**src/rtl/rom_arbiter_if.sv**
```systemverilog
// Requester-side bus of the ROM arbiter; one instance per requester port.
// Latency: n/a (wiring only); gnt and rvalid are single-cycle pulses driven by the arbiter.
// Backpressure: the requester holds req/addr until rvalid; no other flow control.
interface rom_arbiter_if #(
  parameter int AW = 16,
  parameter int DW = 32
);
  logic          req;
  logic [AW-1:0] addr;
  logic          gnt;
  logic [DW-1:0] rdata;
  logic          rvalid;

  // Requester side: drives the request, observes grant and read data.
  modport master (
    output req,
    output addr,
    input  gnt,
    input  rdata,
    input  rvalid
  );

  // Arbiter side: samples the request, returns grant and read data.
  modport slave (
    input  req,
    input  addr,
    output gnt,
    output rdata,
    output rvalid
  );
endinterface

```
**src/rtl/rom_arbiter.sv**
```systemverilog
// Round-robin two-port arbiter/sequencer in front of the shared instruction ROM.
// Latency: gnt one cycle after the sampling edge, rvalid ROM_LAT+1 cycles after it; ROM_LAT+2 cycles per access.
// Backpressure: a port simply waits with req high while the other port is being served; no queuing.
module rom_arbiter #(
  parameter int AW      = 16,
  parameter int DW      = 32,
  parameter int ROM_LAT = 1
) (
  input  logic          clk,
  input  logic          rst_n,
  rom_arbiter_if.slave  m0,
  rom_arbiter_if.slave  m1,
  output logic [AW-1:0] rom_addr,
  input  logic [DW-1:0] rom_data,
  output logic          busy
);

  localparam logic [1:0] IDLE = 2'd0;
  localparam logic [1:0] WAIT = 2'd1;
  localparam logic [1:0] RESP = 2'd2;

  // The 4-bit wait counter only covers 1..15 cycles of ROM latency.
  generate
    if (ROM_LAT < 1 || ROM_LAT > 15) begin : g_bad_lat
      $fatal(1, "rom_arbiter: ROM_LAT must be in 1..15");
    end
  endgenerate

  logic [1:0]    state;
  logic [3:0]    cnt;
  logic          owner;
  logic          last_owner;
  logic          gnt0, gnt1;
  logic          rvalid0, rvalid1;
  logic [DW-1:0] rdata0, rdata1;
  logic          pick1;

  // Port 1 wins when it is the only requester, or on a tie when port 0 was served last.
  assign pick1 = m1.req & (~m0.req | ~last_owner);

  assign busy      = (state != IDLE);
  assign m0.gnt    = gnt0;
  assign m1.gnt    = gnt1;
  assign m0.rvalid = rvalid0;
  assign m1.rvalid = rvalid1;
  assign m0.rdata  = rdata0;
  assign m1.rdata  = rdata1;

  // Access sequencer: arbitrate in IDLE, count down the ROM latency, then pulse rvalid once.
  always_ff @(posedge clk or negedge rst_n) begin
    if (!rst_n) begin
      state      <= IDLE;
      cnt        <= 4'd0;
      owner      <= 1'b0;
      last_owner <= 1'b1;
      gnt0       <= 1'b0;
      gnt1       <= 1'b0;
      rvalid0    <= 1'b0;
      rvalid1    <= 1'b0;
      rdata0     <= '0;
      rdata1     <= '0;
      rom_addr   <= '0;
    end else begin
      gnt0    <= 1'b0;
      gnt1    <= 1'b0;
      rvalid0 <= 1'b0;
      rvalid1 <= 1'b0;
      case (state)
        IDLE: begin
          if (m0.req || m1.req) begin
            rom_addr   <= pick1 ? m1.addr : m0.addr;
            owner      <= pick1;
            last_owner <= pick1;
            cnt        <= 4'(ROM_LAT);
            gnt0       <= ~pick1;
            gnt1       <= pick1;
            state      <= WAIT;
          end
        end
        WAIT: begin
          cnt <= cnt - 4'd1;
          // Only the final wait edge samples the ROM; earlier rom_data may still be settling.
          if (cnt == 4'd1) begin
            if (owner) begin
              rdata1  <= rom_data;
              rvalid1 <= 1'b1;
            end else begin
              rdata0  <= rom_data;
              rvalid0 <= 1'b1;
            end
            state <= RESP;
          end
        end
        RESP: begin
          // Requester updates req on this edge, so IDLE only sees post-response requests.
          state <= IDLE;
        end
        default: begin
          state <= IDLE;
        end
      endcase
    end
  end

endmodule

```
**src/flat_wrapper.sv**
```systemverilog
// flat-port wrapper written by rule: the top's interface ports become plain ports
module rom_arbiter_flat 
#(
  parameter int AW      = 16,
  parameter int DW      = 32,
  parameter int ROM_LAT = 1
)
  (clk, rst_n, rom_addr, rom_data, busy, m0_req, m0_addr, m0_gnt, m0_rdata, m0_rvalid, m1_req, m1_addr, m1_gnt, m1_rdata, m1_rvalid);
  rom_arbiter_if #(.AW(AW), .DW(DW)) m0_i ();
  rom_arbiter_if #(.AW(AW), .DW(DW)) m1_i ();
  input  logic clk;
  input  logic rst_n;
  output logic [AW-1:0] rom_addr;
  input  logic [DW-1:0] rom_data;
  output logic busy;
  input wire logic [$bits(m0_i.req)-1:0] m0_req;
  input wire logic [$bits(m0_i.addr)-1:0] m0_addr;
  output wire logic [$bits(m0_i.gnt)-1:0] m0_gnt;
  output wire logic [$bits(m0_i.rdata)-1:0] m0_rdata;
  output wire logic [$bits(m0_i.rvalid)-1:0] m0_rvalid;
  input wire logic [$bits(m1_i.req)-1:0] m1_req;
  input wire logic [$bits(m1_i.addr)-1:0] m1_addr;
  output wire logic [$bits(m1_i.gnt)-1:0] m1_gnt;
  output wire logic [$bits(m1_i.rdata)-1:0] m1_rdata;
  output wire logic [$bits(m1_i.rvalid)-1:0] m1_rvalid;
  assign m0_i.req = m0_req;
  assign m0_i.addr = m0_addr;
  assign m0_gnt = m0_i.gnt;
  assign m0_rdata = m0_i.rdata;
  assign m0_rvalid = m0_i.rvalid;
  assign m1_i.req = m1_req;
  assign m1_i.addr = m1_addr;
  assign m1_gnt = m1_i.gnt;
  assign m1_rdata = m1_i.rdata;
  assign m1_rvalid = m1_i.rvalid;
  rom_arbiter #(.AW(AW), .DW(DW), .ROM_LAT(ROM_LAT)) u_core (.clk(clk), .rst_n(rst_n), .m0(m0_i), .m1(m1_i), .rom_addr(rom_addr), .rom_data(rom_data), .busy(busy));
endmodule
```
**config.mk**
```make
export PLATFORM = sky130hd
export DESIGN_NAME = rom_arbiter_flat
export DESIGN_NICKNAME = d
export VERILOG_FILES = /design/src/rtl/rom_arbiter_if.sv /design/src/rtl/rom_arbiter.sv /design/src/flat_wrapper.sv
export SDC_FILE = /design/constraint.sdc
export NUM_CORES = 1
export LEC_CHECK = 0
export CAP_MARGIN = 5
export CELL_PAD_IN_SITES_DETAIL_PLACEMENT = 2
export CELL_PAD_IN_SITES_GLOBAL_PLACEMENT = 2
export CORE_ASPECT_RATIO = 0.9
export CORE_UTILIZATION = 30
export DETAILED_ROUTE_END_ITERATION = 12
export GPL_ROUTABILITY_DRIVEN = 0
export GPL_TIMING_DRIVEN = 1
export PLACE_DENSITY_LB_ADDON = 0.1
export SYNTH_ARGS = -nofsm -noshare
export SYNTH_HDL_FRONTEND = slang
export SYNTH_SLANG_ARGS = --single-unit
```
**constraint.sdc**
```tcl
create_clock -name clk -period 3.13 [get_ports clk]
set_clock_uncertainty 0.05 [all_clocks]
set_input_delay 0.7825 -clock clk [delete_from_list [all_inputs] [get_ports clk]]
set_output_delay 0.7825 -clock clk [all_outputs]
set_load 0.05 [all_outputs]
```
==> results of run 1 <==
cell usage in the layout (no fill, tap or decap), types with 2 or more instances in the layout:
cell type	instances
mux2_2	65
dfrtp_1	91
clkdlybuf4s50_1	151
clkinvlp_4	2
inv_6	2
o21ai_0	4
o211ai_1	2
clkbuf_16	9
a221o_1	15
inv_1	2
buf_4	7
ha_1	2
a21o_1	2
o21a_1	15
nor2b_1	2
nor2_1	4
final timing paths:
| kind | startpoint | to | slack [ps] | cells after the start |
|---|---|---|---|---|
| hold / removal | rst_n | u_core.m1.rdata[13]$_DFFE_PN0P_ | 350 | 1 |
| setup reg to reg | u_core.cnt[1]$_DFFE_PN0P_ | u_core.m0.rdata[11]$_DFFE_PN0P_ | 890 | 6 |
| min in group clk | u_core.m0.rdata[21]$_DFFE_PN0P_ | u_core.m0.rdata[21]$_DFFE_PN0P_ | 440 | 1 |
| max in group asynchronous | rst_n | u_core.m1.rdata[2]$_DFFE_PN0P_ | 1970 | 2 |
| setup / recovery | u_core.state[0]$_DFFE_PN0P_ | busy | 540 | 2 |
| hold reg to reg | u_core.m0.rdata[21]$_DFFE_PN0P_ | u_core.m0.rdata[21]$_DFFE_PN0P_ | 440 | 1 |
final cells by class:
cell class / count / area (um2) / share of cell area
Clock buffer: 10 / 229.0 / 0.04069
Clock inverter: 6 / 71.32 / 0.01268
Inverter: 3 / 11.26 / 0.002001
Multi-Input combinational cell: 126 / 1232 / 0.2190
Sequential cell: 92 / 2303 / 0.4094
Tap cell: 156 / 195.2 / 0.03469
Timing Repair Buffer: 159 / 1584 / 0.2815
metal layers:
layer  global-route usage  up-vias  routed length [um]
li1                     -     1161                   -
met1               0.2008     1340                4348
met2               0.3181       86                5514
met3              0.04399       12                 456
met4              0.06044        0                 142
met5                    0        -                   0
cells by family (layout without fill, tap and decap cells):
group                      Yosys count  in the layout
muxes                               67             67
buffers and inverters               15            178
DFF                                 92             92
adders and majority gates            2              2
and+or+nand+nor                     17             17
AOI/OAI and AO/OA                   40             40
sequential cells by signal, indices dropped and copies added (netlist names):
name and count:
u_core.m0.rvalid 1, u_core.m1.rdata 32, u_core.owner 1, u_core.cnt 4
u_core.last_owner 1, u_core.state 2, u_core.m1.gnt 1, u_core.rom_addr 16
u_core.m0.gnt 1, u_core.m1.rvalid 1, u_core.m0.rdata 32
per-stage QoR:
stage / instances / cell area, um2 / setup WS (ps)
2_1_floorplan: 233 / 3633 / 1087
3_3_place_gp: 536 / 5326 / 644.3
3_5_place_dp: 536 / 5326 / 573.3
4_1_cts: 552 / 5627 / 524.1
5_1_grt: 552 / 5627 / 492.1
6_report: 552 / 5627 / 544.2
Yosys cell counts, types with 2 or more instances:
cell and number:
nor2_1 4, buf_4 2, inv_1 2, clkbuf_1 3, ha_1 2, nor2b_1 2
a21o_1 2, o21ai_0 4, o21a_1 15, buf_2 3, buf_6 4, o211ai_1 2
mux2_2 65, a221o_1 15, dfrtp_1 91
==> flow_summary_export.csv, run 1 <==
group,metric,value,unit
setup_path,critPathTopFamily,"buffers and inverters",
logic_synthesis,synth_top_family_by_area,"multiplexers",
setup_path,slowest_delay,710,ps
clocking,clkSlewWorstSetupHoldPaths,70,ps
routing,wire_per_inst,18.95,um
setup_path,critPathKind,"flop to output pin",
routing,vias,2599,
sta,fin_crit_sh,0.8261,
setup_path,startpoint_type,"flop",
logic_synthesis,ys_types,32,
global_routing,grt_pass1_wl,16.48,mm
logic_synthesis,synth-main-ff-cell,"dfrtp_1",
routing,viasPerCell,4.708,
logic_synthesis,synth_compound_area_frac,0.09022,
global_routing,grt_max_degree,57,
setup_path,end_kind,"output pin",
floorplanning,ios,153,
logic_synthesis,synth_top_area_cell,"dfrtp_1",
layout,insertedDiodeCount,0,
floorplanning,coreArea,0.01162,mm2
logic_synthesis,synth-xor-area-share,0,
floorplanning,row_count,37,
clocking,cts-buffers-inserted,9,
logic_synthesis,synthesis.nets,303,
worst_hold_path,min_path_type,"input pin to async pin",
setup_path,required,2300,ps
placed_design,port_buffers,152,
global_routing,grtUsageTotal,0.1755,
logic_synthesis,netlist_top_cells_area,"dfrtp_1, mux2_2, a221o_1",
layout,fillers,1140,
sta,whs,352.8,ps
setup_path,path_buf_inv,1,
logic_synthesis,async_flop_share,1.000,
logic_synthesis,yosysTopAreaCellShare,0.6267,
routing,ant_nets,0,
setup_path,slowest_stage,"clkdlybuf4s50_1",
floorplanning,initial_core_util,0.3127,
global_routing,grt_pass1_vias,2985,
clocking,tritoncts,"yes",
sta,fin_tns_setup,0,ps
logic_synthesis,synth_edf_count,0,
routing,drtIter0Drc,89,
logic_synthesis,syn_inst,233,
logic_synthesis,ys_warn_count,0,
placed_design,hpwlAfterDp,7.401,mm
layout,syn2layout_area_growth,54.86,%
logic_synthesis,ys_ff_latch,92,
clocking,clk-insertion-delay-late,330,ps
sta,slew_headroom,0.5325,
sta,worst_pin_slew,700.5,ps
run,cap_violations,0,
sta,hold_viol,0,
sta,setup_viol,0,
routing,finalWirelength,10.46,mm
global_routing,grt-ovfl-total,0,
logic_synthesis,synth-simple-area-share,0.03478,
sta,fin_crit,2586,ps
clocking,cts_resized,0,
logic_synthesis,syn-cell-area,0.003633,mm2
clocking,htree_levels,3,
setup_path,path_max_fanout,4,
routing,drc_errors,0,
status,status,"finished clean",
logic_synthesis,synth_area_per_cell,15.59,um2
layout,fin_util,0.4842,
clocking,post_cts_buffers,0,
routing,firstDrtPassIters,4,
clocking,clockBufferDepth,2,
setup_path,crit_arrival,1750,ps
sta,rsz0062_at_grt,"false",
logic_synthesis,synth_fa_ha_area_frac,0.006887,
logic_synthesis,ys_seq_area_frac,0.6340,
floorplanning,die_w,118.0,um
clocking,hold_buffers,0,
floorplanning,dieArea,0.01256,mm2
layout,nNetsFinal,461,
setup_path,path_cells,"or2_2 > clkdlybuf4s50_1",
layout,drive_above_1_share,0.2475,
global_routing,antenna_found_initial,0,
floorplanning,die_h,106.4,um
logic_synthesis,synthMuxAreaShare,0.2073,
sta,final-max-slew-violation-count,0,
clocking,cts_root_buf,"clkbuf_16",
sta,clock.fmax,386.7,MHz
clocking,clock-sinks,92,
Power of run 1 is left out: the tool's default activity adds up to more than one toggle a clock period on the data nets, which glitch-free logic cannot reach.
==> inputs of run 2 (changes only) <==
--- a/config.mk
+++ b/config.mk
@@ -9,7 +9,7 @@
 export CELL_PAD_IN_SITES_DETAIL_PLACEMENT = 2
 export CELL_PAD_IN_SITES_GLOBAL_PLACEMENT = 2
 export CORE_ASPECT_RATIO = 0.9
-export CORE_UTILIZATION = 30
+export CORE_UTILIZATION = 25
 export DETAILED_ROUTE_END_ITERATION = 12
 export GPL_ROUTABILITY_DRIVEN = 0
 export GPL_TIMING_DRIVEN = 1
==> constraint.sdc (replaced) <==
create_clock -name clk -period 2.1 [get_ports clk]
set_clock_uncertainty 0.05 [all_clocks]
set_input_delay 0.525 -clock clk [delete_from_list [all_inputs] [get_ports clk]]
set_output_delay 0.525 -clock clk [all_outputs]
set_load 0.05 [all_outputs]
==> run 2 against run 1 <==
Against the previous run:
- sequential cell count stayed put
- first-iteration DRC count is 5.6% higher
- worst hold slack worse by 220 ps
- non-clock buffer count is 11 higher
- utilization is 7.2 points lower
- critical path depth is 1 lower
- sequential share of layout area is 1.4 points lower
- global-route usage is 3.0 points lower
- via count is 2.2% higher
==> flow_summary_export.csv, run 2 (same netlist as run 1, synthesis figures left out) <==
group,metric,value,unit
setup_path,critPathTopFamily,"buffers and inverters",
global_routing,grt_max_degree,93,
routing,met2WireLength,5.265,mm
global_routing,grtUsageTotal,0.1460,
routing,vias,2656,
floorplanning,ios,153,
layout,layout_commonest_cell,"dfrtp_1",
setup_path,path_buf_inv,1,
floorplanning,die_w,129.1,um
routing,wire_per_inst,17.94,um
setup_path,path_cells,"clkdlybuf4s50_1",
routing,top_layer,"met4",
sta,rsz0062_at_grt,"false",
clocking,tritoncts,"yes",
setup_path,end_kind,"output pin",
setup_path,path_max_fanout,2,
layout,nNetsFinal,472,
routing,viasPerCell,4.434,
routing,finalWirelength,10.74,mm
status,status,"finished clean",
clocking,clk-insertion-delay-late,350,ps
global_routing,grt_pass1_vias,2993,
floorplanning,coreArea,0.01411,mm2
floorplanning,initial_core_util,0.2576,
sta,fin_tns_setup,0,ps
sta,setup_viol,0,
global_routing,antenna_found_initial,0,
clocking,cts-buffers-inserted,9,
placed_design,port_buffers,152,
clocking,hold_buffers,0,
setup_path,required,1520,ps
clocking,clockBufferDepth,2,
placed_design,hpwlAfterDp,7.144,mm
floorplanning,die_h,116.4,um
layout,most-common-layout-cells,"dfrtp_1, clkdlybuf4s50_1, mux2_2",
sta,final-max-slew-violation-count,0,
layout,multi_input_area,0.001247,mm2
routing,firstDrtPassIters,4,
clocking,cts_root_buf,"clkbuf_16",
layout,fillers,1414,
sta,hold_viol,0,
setup_path,slowest_delay,800,ps
sta,fin_crit,2061,ps
layout,drive_above_1_share,0.3399,
routing,wl_met1,4.672,mm
sta,slew_headroom,0.6348,
routing,drc_errors,0,
setup_path,crit_arrival,1490,ps
setup_path,critPathKind,"flop to output pin",
clocking,htree_levels,3,
layout,syn2layout_area_growth,60.23,%
global_routing,grt-ovfl-total,0,
global_routing,grt_pass1_wl,16.21,mm
floorplanning,dieArea,0.01502,mm2
layout,insertedDiodeCount,0,
clocking,clkSlewWorstSetupHoldPaths,60,ps
sta,worst_pin_slew,547.8,ps
sta,fin_crit_sh,0.9816,
setup_path,startpoint_type,"flop",
run,cap_violations,0,
routing,drtIter0Drc,94,
sta,clock.fmax,485.1,MHz
layout,final-seq-area,0.002303,mm2
floorplanning,row_count,41,
routing,ant_nets,0,
worst_hold_path,min_path_type,"input pin to async pin",
clocking,clock-sinks,92,
routing,wl_met3,647,um
setup_path,slowest_stage,"clkdlybuf4s50_1",
-- run 2: cell types whose count changed in the layout (fill, tap and decap cells not counted), moves of 4 or more --
cell,before,now
buf_12,1,5
buf_4,7,36
clkdlybuf4s50_1,151,71
dlygate4sd2_1,0,27
dlymetal6s2s_1,0,26
-- run 2: metal layers --
| metal | vias up | global-route usage |
|---|---|---|
| met4 | 0 | 0.05647 |
| li1 | 1194 | - |
| met5 | - | 0 |
| met2 | 80 | 0.2486 |
| met3 | 9 | 0.05085 |
| met1 | 1373 | 0.1697 |
-- run 2: repair_timing --
item / in CTS / in global routing
buffers inserted: 0 / 5
gates resized for setup: 28 / 31
endpoints found under the setup margin: 30 / 57
cloned: 0 / 3
pin swaps: 1 / 1
-- run 2: final cells by class --
| type | instances | share of cell area |
|---|---|---|
| Sequential cell | 92 | 0.3957 |
| Timing Repair Buffer | 170 | 0.2966 |
| Multi-Input combinational cell | 126 | 0.2143 |
| Clock buffer | 10 | 0.04105 |
| Tap cell | 193 | 0.04148 |
| Clock inverter | 5 | 0.009026 |
| Inverter | 3 | 0.001934 |
-- run 2: through the flow --
stage          hold WS, ps  worst slack [ps]  utilization  std cells  cell area [um2]
2_1_floorplan        179.4             158.2            -        233             3633
3_3_place_gp         429.4             85.09       0.3812        576             5378
3_5_place_dp         442.2             16.14       0.3812        576             5378
4_1_cts              197.3            0.5664       0.3996        591             5638
5_1_grt              186.2             1.318       0.4127        599             5822
6_report             132.5             38.58       0.4127        599             5822
-- run 2: worst paths after layout --
kind	from	endpoint	slack [ps]	cells after the start
worst max-delay path	u_core.m0.rdata[20]$_DFFE_PN0P_	m0_rdata[20]	40	1
worst min-delay path	rst_n	u_core.rom_addr[13]$_DFFE_PN0P_	130	2
worst max register to register	u_core.cnt[1]$_DFFE_PN0P_	u_core.m0.rdata[8]$_DFFE_PN0P_	80	7
worst min register to register	u_core.m0.rdata[21]$_DFFE_PN0P_	u_core.m0.rdata[21]$_DFFE_PN0P_	430	1
max in group asynchronous	rst_n	u_core.m1.rdata[4]$_DFFE_PN0P_	1410	2
min in group clk	u_core.m0.rdata[21]$_DFFE_PN0P_	u_core.m0.rdata[21]$_DFFE_PN0P_	430	1
Power of run 2 is left out for the same reason.
==> inputs of run 3 (changes only) <==
--- a/config.mk
+++ b/config.mk
@@ -9,7 +9,7 @@
 export CELL_PAD_IN_SITES_DETAIL_PLACEMENT = 2
 export CELL_PAD_IN_SITES_GLOBAL_PLACEMENT = 2
 export CORE_ASPECT_RATIO = 0.9
-export CORE_UTILIZATION = 25
+export CORE_UTILIZATION = 30
 export DETAILED_ROUTE_END_ITERATION = 12
 export GPL_ROUTABILITY_DRIVEN = 0
 export GPL_TIMING_DRIVEN = 1
==> constraint.sdc (replaced) <==
create_clock -name clk -period 2.7 [get_ports clk]
set_clock_uncertainty 0.05 [all_clocks]
set_input_delay 0.675 -clock clk [delete_from_list [all_inputs] [get_ports clk]]
set_output_delay 0.675 -clock clk [all_outputs]
set_load 0.05 [all_outputs]
==> run 3 against run 2 <==
Against the previous run:
- sequential share of layout area grew 1.0 points
- wire length decreased by 7.2%
- first-iteration DRC count down 19%
- worst hold slack improved by 150 ps
- global-route usage up 2.4 points
- design area decreased by 2.5%
- sequential cell count unchanged
- non-clock buffer count decreased by 7
- critical endpoint is now busy
- largest cell class unchanged
==> flow_summary_export.csv, run 3 (same netlist as run 1, synthesis figures left out) <==
group,metric,value,unit
layout,fillers,1106,
placed_design,hpwlAfterDp,7.343,mm
layout,most-common-layout-cells,"clkdlybuf4s50_1, dfrtp_1, mux2_2",
clocking,clockBufferDepth,2,
placed_design,port_buffers,152,
setup_path,path_buf_inv,1,
floorplanning,die_w,118.0,um
routing,drtIter0Drc,76,
floorplanning,initial_core_util,0.3127,
setup_path,critPathKind,"flop to output pin",
routing,ant_nets,0,
run,cap_violations,0,
clocking,clk-insertion-delay-late,340,ps
routing,firstDrtPassIters,4,
clocking,cts_root_buf,"clkbuf_16",
setup_path,slowest_stage,"clkdlybuf4s50_1",
global_routing,grt_pass1_wl,15.99,mm
floorplanning,ios,153,
routing,met2WireLength,5.037,mm
setup_path,path_cells,"or2_2 > clkdlybuf4s50_1",
routing,wl_met3,502,um
global_routing,grt_max_degree,46,
clocking,tritoncts,"yes",
sta,hold_viol,0,
floorplanning,coreArea,0.01162,mm2
routing,viasPerCell,4.687,
sta,final-max-slew-violation-count,0,
routing,top_layer,"met4",
setup_path,startpoint_type,"flop",
sta,setup_viol,0,
setup_path,rrSetupSlack,680,ps
layout,nNetsFinal,465,
routing,wire_per_inst,17.92,um
setup_path,end_kind,"output pin",
clocking,hold_buffers,0,
sta,worst_pin_slew,605.1,ps
global_routing,grt_pass1_vias,2944,
setup_path,critPathTopFamily,"buffers and inverters",
setup_path,path_max_fanout,4,
clocking,post_cts_buffers,0,
status,status,"finished clean",
global_routing,grtUsageTotal,0.1700,
layout,layout_commonest_cell,"clkdlybuf4s50_1",
floorplanning,dieArea,0.01256,mm2
setup_path,crit_arrival,1760,ps
clocking,clkSlewWorstSetupHoldPaths,70,ps
routing,wl_met1,4.230,mm
sta,rsz0062_at_grt,"false",
clocking,clock-sinks,92,
sta,fin_crit,2483,ps
sta,clock.fmax,402.7,MHz
global_routing,grt-ovfl-total,0,
routing,finalWirelength,9.966,mm
setup_path,required,1980,ps
setup_path,slowest_delay,710,ps
clocking,cts-buffers-inserted,9,
layout,drive_above_1_share,0.2575,
sta,fin_tns_setup,0,ps
sta,fin_crit_sh,0.9196,
floorplanning,die_h,106.4,um
sta,whs,287.3,ps
floorplanning,row_count,37,
clocking,htree_levels,3,
routing,vias,2606,
sta,slew_headroom,0.5966,
worst_hold_path,min_path_type,"input pin to async pin",
layout,syn2layout_area_growth,56.27,%
layout,insertedDiodeCount,0,
global_routing,antenna_found_initial,0,
routing,drc_errors,0,
clocking,cts_resized,0,
[run 3: changes by cell type in the layout (fill, tap and decap cells not counted), sizes merged]
cell and change:
buf -32, clkbuf -2, clkdlybuf4s50 +80, clkinvlp -1, dlygate4sd2 -27, dlymetal6s2s -26, inv +2
[run 3: metal layers]
layer,vias up,global-route usage
li1,1174,-
met1,1324,0.1999
met2,95,0.2916
met3,13,0.05097
met4,0,0.06593
met5,-,0
[run 3: worst paths after layout]
| path | startpoint | endpoint | depth (start not counted) |
|---|---|---|---|
| max in group asynchronous | rst_n | u_core.m1.rdata[1]$_DFFE_PN0P_ | 2 |
| worst max-delay path | u_core.state[0]$_DFFE_PN0P_ | busy | 2 |
| min in group clk | u_core.m0.rdata[21]$_DFFE_PN0P_ | u_core.m0.rdata[21]$_DFFE_PN0P_ | 1 |
| worst min-delay path | rst_n | u_core.m0.rdata[13]$_DFFE_PN0P_ | 1 |
| worst min register to register | u_core.m0.rdata[21]$_DFFE_PN0P_ | u_core.m0.rdata[21]$_DFFE_PN0P_ | 1 |
| worst max register to register | u_core.cnt[1]$_DFFE_PN0P_ | u_core.m0.rdata[4]$_DFFE_PN0P_ | 6 |
[run 3: per-stage QoR]
step	cells	utilization	worst slack, ps	cell area [um2]
floorplan	233	-	758.2	3633
global placement	540	0.4620	590.1	5369
detailed placement	540	0.4620	559.3	5369
CTS	556	0.4886	194.3	5678
global route	556	0.4886	174.8	5678
finish	556	0.4886	217.0	5678
[run 3: area by class of cell]
class,count,area [um2],share of cell area
flip-flops and latches,92,2303,0.4057
inverters,3,11.26,0.001983
well taps,156,195.2,0.03438
clock buffers,10,239.0,0.04209
repair buffers,163,1627,0.2865
clock inverters,6,70.07,0.01234
multi-input cells,126,1232,0.2171
Power of run 3 is left out for the same reason.
